### src/rtl/led_pwm_driver.sv
// Six-channel LED PWM driver with an active-low output stage.
// A prescaler sets the PWM step rate and an 8-bit phase counter sweeps each frame.
// Duty writes go through a single pending slot and only take effect on a frame
// boundary, so a channel never glitches mid-frame. Channel 5 can breathe on its own.

module led_pwm_driver #(
    parameter int unsigned PRESCALE = 234
) (
    input  logic       clk_60mhz,
    input  logic       rst_n,
    input  logic       wr_valid,
    output logic       wr_ready,
    input  logic [2:0] wr_chan,
    input  logic [7:0] wr_duty,
    input  logic       breathe_en,
    output logic       frame_start,
    output logic [5:0] led
);

    localparam logic [15:0] PRESC_LAST = 16'(PRESCALE - 1);

    logic [15:0] presc_cnt;
    logic [7:0]  phase;
    logic [7:0]  duty [0:5];
    logic [7:0]  duty_next [0:5];
    logic        pending;
    logic [2:0]  pend_chan;
    logic [7:0]  pend_duty;
    logic        dir_up;
    logic        dir_next;
    logic [7:0]  ramp_duty;
    logic        ramp_dir;
    logic        step_tick;
    logic        frame_tick;
    logic        wr_accept;
    logic        pend_is_ch5;

    assign step_tick   = (presc_cnt == PRESC_LAST);
    assign frame_tick  = step_tick && (phase == 8'hFF);
    assign frame_start = frame_tick;
    assign wr_ready    = ~pending;
    assign wr_accept   = wr_valid && ~pending;
    assign pend_is_ch5 = pending && (pend_chan == 3'd5);

    // Prescaler and phase counter: phase advances once per PRESCALE cycles.
    always_ff @(posedge clk_60mhz or negedge rst_n) begin
        if (!rst_n) begin
            presc_cnt <= '0;
            phase     <= '0;
        end else if (step_tick) begin
            presc_cnt <= '0;
            phase     <= phase + 8'd1;
        end else begin
            presc_cnt <= presc_cnt + 16'd1;
        end
    end

    // Next triangle-ramp value for channel 5; turns around at the ends instead of wrapping.
    always_comb begin
        ramp_duty = duty[5];
        ramp_dir  = dir_up;
        if (dir_up) begin
            if (duty[5] == 8'hFF) begin
                ramp_duty = 8'hFE;
                ramp_dir  = 1'b0;
            end else begin
                ramp_duty = duty[5] + 8'd1;
                if (duty[5] == 8'hFE) ramp_dir = 1'b0;
            end
        end else begin
            if (duty[5] == 8'h00) begin
                ramp_duty = 8'h01;
                ramp_dir  = 1'b1;
            end else begin
                ramp_duty = duty[5] - 8'd1;
                if (duty[5] == 8'h01) ramp_dir = 1'b1;
            end
        end
    end

    // Frame-boundary update of the active duties; a pending write to ch5 beats the ramp step.
    always_comb begin
        for (int i = 0; i < 6; i++) duty_next[i] = duty[i];
        dir_next = dir_up;
        if (frame_tick) begin
            for (int i = 0; i < 6; i++) begin
                if (pending && (pend_chan == 3'(i))) duty_next[i] = pend_duty;
            end
            if (breathe_en && !pend_is_ch5) begin
                duty_next[5] = ramp_duty;
                dir_next     = ramp_dir;
            end
        end
    end

    // Active duty registers and breathing direction.
    always_ff @(posedge clk_60mhz or negedge rst_n) begin
        if (!rst_n) begin
            for (int i = 0; i < 6; i++) duty[i] <= '0;
            dir_up <= 1'b1;
        end else begin
            for (int i = 0; i < 6; i++) duty[i] <= duty_next[i];
            dir_up <= dir_next;
        end
    end

    // Single pending write slot; writes to channels 6/7 are accepted but dropped.
    always_ff @(posedge clk_60mhz or negedge rst_n) begin
        if (!rst_n) begin
            pending   <= 1'b0;
            pend_chan <= '0;
            pend_duty <= '0;
        end else if (wr_accept) begin
            if (wr_chan <= 3'd5) begin
                pending   <= 1'b1;
                pend_chan <= wr_chan;
                pend_duty <= wr_duty;
            end
        end else if (frame_tick) begin
            pending <= 1'b0;
        end
    end

    // Registered active-low LED outputs, lit while phase is below the duty.
    always_ff @(posedge clk_60mhz or negedge rst_n) begin
        if (!rst_n) begin
            led <= 6'b111111;
        end else begin
            for (int i = 0; i < 6; i++) led[i] <= ~(phase < duty[i]);
        end
    end

endmodule

### config.mk
export PLATFORM = sky130hd
export DESIGN_NAME = led_pwm_driver
export DESIGN_NICKNAME = d
export VERILOG_FILES = /design/src/rtl/led_pwm_driver.sv
export SDC_FILE = /design/constraint.sdc
export NUM_CORES = 1
export LEC_CHECK = 0
export CORE_UTILIZATION = 30
export CTS_BUF_LIST = sky130_fd_sc_hd__clkbuf_4
export DETAILED_ROUTE_END_ITERATION = 8
export PLACE_DENSITY = 0.55
export SYNTH_ARGS = -nofsm -noshare
export SYNTH_HDL_FRONTEND = slang
export SYNTH_SLANG_ARGS = --single-unit
export TNS_END_PERCENT = 20
### constraint.sdc
create_clock -name clk_60mhz -period 2.3 [get_ports clk_60mhz]
set_input_delay 0.23 -clock clk_60mhz [delete_from_list [all_inputs] [get_ports clk_60mhz]]
set_output_delay 0.23 -clock clk_60mhz [all_outputs]
set_load 0.1 [all_outputs]
# Word level (Yosys, flattened, before mapping)
# Index checks and enable logic that the tools add are counted.
# Widths: inputs -> output; s select.
dict set report word_totals {
  regBits 91
  input_bits 15
  output_inout_bits 8
  word_cells 79
}
dict set report op_classes {
  addsub 4
  n_lt_le_gt_ge 7
  eq_ne 11
  n_mux 14
  bitwise 7
  n_reduce_logical 23
}
# op n
set op_table {}
lappend op_table {{$lt 8x8->1} 6}
lappend op_table {{$mux 8} 5}
lappend op_table {{$eq 8x8->1 const B} 3}
lappend op_table {{$reduce_and 2->1} 9}
lappend op_table {{$add 16x1->16 const B} 1}
lappend op_table {{$add 8x1->8 const B} 2}
lappend op_table {{$eq 16x8->1 const B} 1}
lappend op_table {{$mux 16} 1}
lappend op_table {{$logic_and 1x1->1} 9}
lappend op_table {{$eq 8x1->1 const B} 1}
lappend op_table {{$logic_not 8->1} 1}
lappend op_table {{$mux 1} 8}
lappend op_table {{$sub 8x1->8 const B} 1}
lappend op_table {{$not 1->1} 7}
lappend op_table {{$eq 3x2->1 const B} 2}
lappend op_table {{$eq 3x3->1 const B} 2}
lappend op_table {{$reduce_bool 2->1} 2}
lappend op_table {{$eq 3x1->1 const B} 1}
lappend op_table {{$le 3x3->1 const B} 1}
lappend op_table {{$logic_not 3->1} 1}
lappend op_table {{$ne 2x1->1 const B} 1}
lappend op_table {{$logic_not 1->1} 1}

# Depth between registers and ports, before layout
# Gate-level depths: netlist of run 1.
dict set report depth {
  ltp_word 6
  mapped_depth 9
  ltp_nobuf 7
}

# Worst setup path after synthesis of run 1
# No wires, ideal clock.
dict set report synth_path {
  kind {reg2reg}
  startpoint {register presc_cnt[1]}
  endpoint {register duty[16] (netlist name)}
  setup_time_ps 125
  arrival_ps 2366
  t_required_ps 2175
  slack_ps -191
  path_stages_with_launch 10
  n_path_buf 2
  synth_period_minus_slack_ps 2491
  path_cell_list {dfrtp_1 inv_1 ha_1 nor4b_4 nand4_2 or3_1 buf_6 or4_4 buf_6 mux2_4}
}
dict set report synth_via {
  elab_chain_len 3
}
# item line
set synth_lines {}
lappend synth_lines {{start, declared} 22} ;# logic [15:0] presc_cnt;
lappend synth_lines {{start signal, assigned} 54} ;# presc_cnt <= presc_cnt + 16'd1;
lappend synth_lines {{$eq 16x8->1} 38} ;# assign step_tick = (presc_cnt == PRESC_LAST);
lappend synth_lines {{$logic_and 1x1->1} 39} ;# assign frame_tick = step_tick && (phase == 8'hFF);
lappend synth_lines {{$reduce_and 2->1 (no line)} --}
lappend synth_lines {{end, declared} 24} ;# logic [7:0] duty [0:5];
# No other way between the ends.
# A chain may end at the register's enable or synchronous reset.

# Worst setup path in the final report of run 1
dict set report layout_path {
  startpoint {register presc_cnt[1]}
  endpoint {register duty[25] (netlist name)}
}
# Same word-level chain as after synthesis.

==> results of run 1 <==
kinds of logic (layout without fill, tap and decap cells):
group / count (synthesis) / count (layout) / synth area share, %
simple gates: 137 / 137 / 14.5
mux: 47 / 47 / 12.1
buf+inv: 70 / 144 / 5.49
xor+xnor: 23 / 23 / 3.78
fa+ha+maj: 50 / 50 / 11.7
flops: 91 / 91 / 42.8
compound gates: 78 / 78 / 9.57
where the power goes:
group | internal [uW] | total, uW | leakage [uW] | switching [uW]
clock network | 224 | 771 | 0.0000573 | 547
logic | 60.8 | 144 | 0.00161 | 83.5
registers | 1610 | 1610 | 0.00121 | 8.33
path summary, 6_finish.rpt:
check | startpoint | endpoint | cells after the start | slack (ns)
max in group asynchronous | rst_n | led[4]$_DFF_PN1_ | 3 | 1.37
hold reg to reg | presc_cnt[15]$_DFF_PN0_ | presc_cnt[15]$_DFF_PN0_ | 1 | 0.49
min in group clk_60mhz | wr_duty[2] | pend_duty[2]$_DFFE_PN0P_ | 2 | 0.36
setup / recovery | presc_cnt[1]$_DFF_PN0_ | duty[25]$_DFFE_PN0P_ | 8 | -0.18
hold / removal | rst_n | duty[1]$_DFFE_PN0P_ | 2 | 0.21
setup reg to reg | presc_cnt[1]$_DFF_PN0_ | duty[25]$_DFFE_PN0P_ | 8 | -0.18
final cells by class:
class / count / area [um2]
fillers: 1716 / 11100
multi-input cells: 335 / 2770
flip-flops and latches: 91 / 2290
repair buffers: 72 / 617
well taps: 225 / 282
inverters: 56 / 210
clock buffers: 10 / 75.1
clock inverters: 6 / 32.5
metal layers:
layer / GRT usage (%) / routed length (um) / vias to the layer above
li1: - / - / 1882
met5: 0 / 0 / -
met2: 25.8 / 6220 / 76
met1: 19.3 / 5680 / 1888
met3: 3.44 / 473 / 7
met4: 3.25 / 92 / 0
cells in the mapped netlist (2+ instances only):
cell type	instances
sky130_fd_sc_hd__a2111oi_0	6
sky130_fd_sc_hd__a21boi_0	2
sky130_fd_sc_hd__a21oi_1	11
sky130_fd_sc_hd__a31oi_1	7
sky130_fd_sc_hd__and2_1	4
sky130_fd_sc_hd__and3_1	6
sky130_fd_sc_hd__and4_1	5
sky130_fd_sc_hd__and4b_1	2
sky130_fd_sc_hd__buf_6	4
sky130_fd_sc_hd__clkbuf_1	9
sky130_fd_sc_hd__dfrtp_1	84
sky130_fd_sc_hd__dfstp_2	7
sky130_fd_sc_hd__ha_1	50
sky130_fd_sc_hd__inv_1	56
sky130_fd_sc_hd__mux2_2	12
sky130_fd_sc_hd__mux2_4	32
sky130_fd_sc_hd__mux2i_1	3
sky130_fd_sc_hd__nand2_1	41
sky130_fd_sc_hd__nand2b_1	10
sky130_fd_sc_hd__nand3_1	12
sky130_fd_sc_hd__nand4_1	10
sky130_fd_sc_hd__nor2_1	19
sky130_fd_sc_hd__nor2b_1	7
sky130_fd_sc_hd__nor3_1	4
sky130_fd_sc_hd__nor3b_1	2
sky130_fd_sc_hd__nor4_1	4
sky130_fd_sc_hd__o211ai_1	3
sky130_fd_sc_hd__o21a_1	7
sky130_fd_sc_hd__o21ai_0	26
sky130_fd_sc_hd__o31ai_1	2
sky130_fd_sc_hd__o32a_1	2
sky130_fd_sc_hd__or4_4	3
sky130_fd_sc_hd__xnor2_1	15
sky130_fd_sc_hd__xor2_1	8
registers in the layout, indices dropped and copies added, names as in the netlist:
name,count
dir_up,1
duty,48
led,6
pend_chan,3
pend_duty,8
pending,1
phase,8
presc_cnt,16
timing repair:
item / CTS / global route
setup endpoints to repair: 33 / 33
pin swaps: 2 / 0
resized for setup: 3 / 0
buffers inserted: 2 / 0
hold endpoints to repair: 27 / 0
cloned: 0 / 0
hold buffers: 1 / 0
stage by stage:
| stage | instance area (um2) | setup TNS, ns | hold slack [ns] | utilization [%] |
|---|---|---|---|---|
| after floorplan | 5340 | -2.88 | -0.0656 | - |
| after global placement | 6140 | -2.94 | 0.187 | 35.4 |
| after detailed placement | 6140 | -3.74 | 0.188 | 35.4 |
| after CTS | 6280 | -4.19 | 0.188 | 36.2 |
| after global routing | 6280 | -7.25 | 0.214 | 36.2 |
| final | 6280 | -3.34 | 0.207 | 36.2 |
==> run metrics, run 1 <==
top-level I/O count=23; Slew @ Worst Pin=0.590 ns; Vias/cell=4.85; post-synthesis cell count=496; Routed WL per cell=15.7 um; count of different cell masters after synthesis=55; core area=17400 um2; register clock-pin slew on the reported worst setup and hold paths=0.14 ns; DIE HEIGHT=135 um; Max H-tree Level=3; Seq cells post-synth=91; total global routing track utilization=about 15%; remaining number of nets flagged by the antenna check after routing=0; number of placed cells counting well taps=~780; CTS Root Cell=sky130_fd_sc_hd__clkbuf_4; number of enable flip-flop cells after synthesis=0; number of antenna violations at the first check in global routing=0; most common cell after layout, fill and taps aside=sky130_fd_sc_hd__dfrtp_1; async set-reset flop share out of synthesis=100%; largest net degree at the start of global routing=43; fin worst setup slack=-0.178 ns; number of global-route vias before repair=~4k; cell-by-cell trace of the critical path=inv_1 -> ha_1 -> nor4b_4 -> nand4_2 -> or3_4 -> buf_6 -> or4_4 -> mux2_4; Worst path max stage delay=0.59 ns; clock latency reported for the late side of the worst-skew pair=0.46 ns; Post-Syn Nets=between 500 and 600; violated checks=negative setup slack; Setup Skew=0.0201 ns; Seq/Total Area, Yosys=42.8%; TritonCTS clock tree=built; worst setup path category=reg -> reg; cell with the biggest individual delay on the critical path=sky130_fd_sc_hd__or4_4; share of layout cells above drive strength 1=23.9%; Worst Hold Class=in -> async; starting utilization of the core area=30.7%; max-cap viol count=0; final period utilization=108%; RD Place Congestion=0.900; setup slack at placement=-0.144 ns; overall die width=between 100 and 150 um; power per cell area=403 nW/um2; post-layout net count=630; antenna cell count=0; final WL=12500 um; post-route minimum period=2.48 ns; final count of negative-setup-slack endpoints=33; average size of a mapped cell=10.8 um2; final count of hold timing violations=0; vias post-DR=3853; leading cell types in the layout, fill and taps excluded=sky130_fd_sc_hd__dfrtp_1, sky130_fd_sc_hd__inv_1, sky130_fd_sc_hd__buf_4, sky130_fd_sc_hd__ha_1, sky130_fd_sc_hd__nand2_1; post-synthesis cell type with the largest combined area=sky130_fd_sc_hd__dfrtp_1; required time at the endpoint of the critical path=about 2.7 ns; Synth warnings=0; cell family contributing the most delay on the critical path=simple AND/OR/NAND/NOR gates; DR pass1 iterations=4; sum of internal, switching and leakage power=2530 uW; most instantiated flip-flop cell in the synthesis netlist=sky130_fd_sc_hd__dfrtp_1; Die Outline Area=18300 um2; ranking of synthesized cells by area=sky130_fd_sc_hd__dfrtp_1, sky130_fd_sc_hd__ha_1, sky130_fd_sc_hd__mux2_4, sky130_fd_sc_hd__inv_1, sky130_fd_sc_hd__dfstp_2; netlist area before placement=approximately 5300 um2; Data arrival, critical path=2.82 ns; Finished Layout Cells=795; worst-case clock buffer depth=2; proportion of netlist area held by the largest area contributor=roughly 39%; Critical Path Fanout Max=8; Port Buf Inserts=22; wire length of the first global-routing pass=20900 um; crit start category=flop; Static Leakage=approximately 0.0029 uW; iteration-0 DRC count of the detailed router=192; layout overhead on the synthesized area=17.7%; DRC viols=0; status=finished with violations; Worst slew margin=59.6%; count of buffering cells on the critical path with inverters included=2; number of cell rows=48; total CTS buffers=9; overall overflow remaining after global route=0; RSZ-0062 raised after global routing=yes; DPL Wire Length=about 9000 um; endpoint kind of the worst setup timing path=flop; Max Clk Rate=between 0.4 and 0.5 GHz; max-slew violation count=0; maximum VDD drop=0.382 mV; Num Clock Sinks=91
(Power assumes the default switching activity.)
==> run 2, diff against run 1 <==
Settings changed: PLACE_DENSITY 0.55 to 0.53.
Clock period 2.3 ns to 2.6 ns, I/O delays scaled along.
==> run 2 against run 1 <==
Against the previous run: flip-flop and latch count is the same; global-route usage grew 0.058 points; worst hold slack improved by 0.0099 ns; clock power is 21% higher; worst setup slack improved by 0.27 ns; the run now ends clean; critical endpoint is now duty[26]$_DFFE_PN0P_; sequential power down 11%; wire length increased by 2.0%.
==> run metrics, run 2 (same netlist as run 1, synthesis figures left out) <==
status=finished, final reports clean (was finished with violations); Routed WL per cell=16.4 um (was 15.7 um); cell-by-cell trace of the critical path=inv_1 -> ha_1 -> nor4b_4 -> nand4_2 -> or3_4 -> buf_4 -> or4_4 -> mux2_4 (was inv_1 -> ha_1 -> nor4b_4 -> nand4_2 -> or3_4 -> buf_6 -> or4_4 -> mux2_4); Clock power frac=37.6% (was 30.5%); R2R cell count=8 (unchanged); flip-flop count of the largest register after layout=48 (unchanged); final WL=12700 um (was 12500 um); Port Buf Inserts=22 (unchanged); Slew @ Worst Pin=0.728 ns (was 0.590 ns); Static Leakage=0.00281 uW (was 0.00288 uW); RD Place Congestion=0.866 (was 0.900); Sw Share=24.5% (was 25.3%); setup slack on the worst flop-to-flop path=0.09 ns (was -0.18 ns); count of buffering cells on the critical path with inverters included=2 (unchanged); vias post-DR=3781 (was 3853); final period utilization=96.6% (was 108%); DRC viols=0 (unchanged); CP Capture Point=duty[26]$_DFFE_PN0P_ (was duty[25]$_DFFE_PN0P_); Num Clock Sinks=91 (unchanged); overall overflow remaining after global route=0 (unchanged); final count of negative-setup-slack endpoints=0 (was 33); most common cell after layout, fill and taps aside=sky130_fd_sc_hd__dfrtp_1 (unchanged); max-cap viol count=0 (unchanged); TritonCTS clock tree=built (unchanged); Critical Path Fanout Max=8 (unchanged); remaining number of nets flagged by the antenna check after routing=0 (unchanged); switching power=608 uW (was 639 uW); tightest hold margin=0.216 ns (was 0.207 ns); register clock-pin slew on the reported worst setup and hold paths=0.16 ns (was 0.14 ns); RSZ-0062 raised after global routing=yes (unchanged); total CTS buffers=9 (unchanged); Worst slew margin=50.8% (was 59.6%); post-route cell area=6160 um2 (was 6280 um2); Max Clk Rate=0.398 GHz (was 0.404 GHz); clock latency reported for the late side of the worst-skew pair=0.46 ns (about the same); total cell area at the placement stage=5960 um2 (was 6140 um2); iteration-0 DRC count of the detailed router=115 (was 192); layout overhead on the synthesized area=15.5% (was 17.7%); launch point of the worst reg-to-reg path=presc_cnt[1]$_DFF_PN0_ (unchanged); Worst Hold Class=in -> async (unchanged); max-slew violation count=0 (unchanged); number of global-route vias before repair=3928 (was 4004); cell family contributing the most delay on the critical path=simple AND/OR/NAND/NOR gates (unchanged); instance count on the critical path=8 (unchanged); CTS Root Cell=sky130_fd_sc_hd__clkbuf_4 (unchanged); DPL Wire Length=9150 um (was 9160 um); overall die width=135 um (unchanged); sum of internal, switching and leakage power=2480 uW (was 2530 uW); Setup Skew=0.0150 ns (was 0.0201 ns); post-layout net count=608 (was 630); largest registers in the final layout=duty x48, presc_cnt x16 (unchanged); largest net degree at the start of global routing=70 (was 43); final count of hold timing violations=0 (unchanged); maximum VDD drop=0.200 mV (was 0.382 mV); worst-case clock buffer depth=2 (unchanged); utilization after layout=35.5% (was 36.2%); core area=17400 um2 (unchanged); required time at the endpoint of the critical path=2.96 ns (was 2.65 ns); share of layout cells above drive strength 1=20.8% (was 23.9%); start point of the critical path=presc_cnt[1]$_DFF_PN0_ (unchanged); relative contribution of sequential cells to total power=57.6% (was 63.8%); Die Outline Area=18300 um2 (unchanged); wire length of the first global-routing pass=21000 um (was 20900 um); total global routing track utilization=15.1% (about the same); starting utilization of the core area=30.7% (unchanged); DR pass1 iterations=6 (was 4); Max H-tree Level=3 (unchanged); worst setup path category=reg -> reg (unchanged); power per cell area=403 nW/um2 (about the same); power share of the combinational group=4.9% (was 5.7%); Vias/cell=4.89 (was 4.85); Worst path max stage delay=0.59 ns (about the same); reg2reg end=duty[26]$_DFFE_PN0P_ (was duty[25]$_DFFE_PN0P_); total internal power=1880 uW (was 1890 uW); Reg with most FFs=duty (unchanged); post-route minimum period=2.51 ns (was 2.48 ns); count of fill cells added during filler insertion=1721 (was 1716); Data arrival, critical path=2.87 ns (was 2.82 ns); DIE HEIGHT=135 um (unchanged); leading cell types in the layout, fill and taps excluded=sky130_fd_sc_hd__dfrtp_1, sky130_fd_sc_hd__inv_1, sky130_fd_sc_hd__ha_1, sky130_fd_sc_hd__nand2_1, sky130_fd_sc_hd__buf_4 (was sky130_fd_sc_hd__dfrtp_1, sky130_fd_sc_hd__inv_1, sky130_fd_sc_hd__buf_4, sky130_fd_sc_hd__ha_1, sky130_fd_sc_hd__nand2_1); endpoint kind of the worst setup timing path=flop (unchanged); top-level I/O count=23 (unchanged); crit start category=flop (unchanged); cell with the biggest individual delay on the critical path=sky130_fd_sc_hd__or4_4 (unchanged); number of cell rows=48 (unchanged); number of antenna violations at the first check in global routing=1 (was 0)
run 2: final cells by class:
cell class | count | area, um2 | share of cell area, %
clock inverters | 6 | 87.6 | 1.42
well taps | 225 | 282 | 4.57
flip-flops and latches | 91 | 2290 | 37.1
diodes | 1 | 2.50 | 0.0406
multi-input cells | 335 | 2780 | 45.1
clock buffers | 10 | 75.1 | 1.22
repair buffers | 50 | 439 | 7.12
inverters | 56 | 210 | 3.41
run 2: power by group through the flow:
| stage | Clock (uW) | Combinational (uW) | Sequential, uW |
|---|---|---|---|
| after global routing | 1010 | 137 | 1430 |
| after CTS | 964 | 124 | 1430 |
| final | 933 | 121 | 1430 |
| after detailed placement | 0 | 122 | 1460 |
| after floorplan | 0 | 49.6 | 1450 |
| after global placement | 0 | 120 | 1460 |
run 2: worst reg2reg max path: cells and delay by family (launching register included):
kind | cells | cell delay, ns
DFF | 1 | 0.41
and+or+nand+nor | 4 | 1.32
muxes | 1 | 0.34
adders and majority gates | 1 | 0.15
buffers and inverters | 2 | 0.22
run 2: how the worst min path moves through the flow:
stage          startpoint                  endpoint  slack, ns  cells past startpoint
6_report            rst_n  pend_duty[6]$_DFFE_PN0P_       0.22                      2
5_1_grt             rst_n  pend_duty[6]$_DFFE_PN0P_       0.19                      2
3_3_place_gp        rst_n       duty[6]$_DFFE_PN0P_       0.18                      1
3_5_place_dp        rst_n       duty[6]$_DFFE_PN0P_       0.19                      1
4_1_cts             rst_n  pend_duty[6]$_DFFE_PN0P_       0.18                      2
2_1_floorplan       rst_n       duty[0]$_DFFE_PN0P_      -0.04                      0
run 2: per-stage QoR:
stage                     instances  worst slack, ns  setup TNS [ns]
final                           774           0.0882               0
after global routing            774          -0.0462          -0.327
after CTS                       773           0.0369               0
after detailed placement        754           0.0686               0
after global placement          754           0.0940               0
after floorplan                 496            0.109               0
run 2: what timing repair did:
item / CTS / global route
resized for setup: 2 / 2
pin swaps: 1 / 3
buffers inserted: 2 / 0
hold buffers: 1 / 0
hold endpoints to repair: 22 / 0
endpoints found under the setup margin: 1 / 33
run 2: per-layer routing:
metal / global-route usage [%] / vias to the layer above / routed length (um)
li1: - / 1843 / -
met1: 19.9 / 1864 / 6170
met2: 24.3 / 58 / 6010
met3: 2.92 / 16 / 324
met4: 5.93 / 0 / 224
met5: 0 / - / 0
==> run 3, diff against run 2 <==
Settings changed: CAP_MARGIN set to 20.
==> results of run 3 <==
Final layout, timing and power as in run 2 (identical DEF).
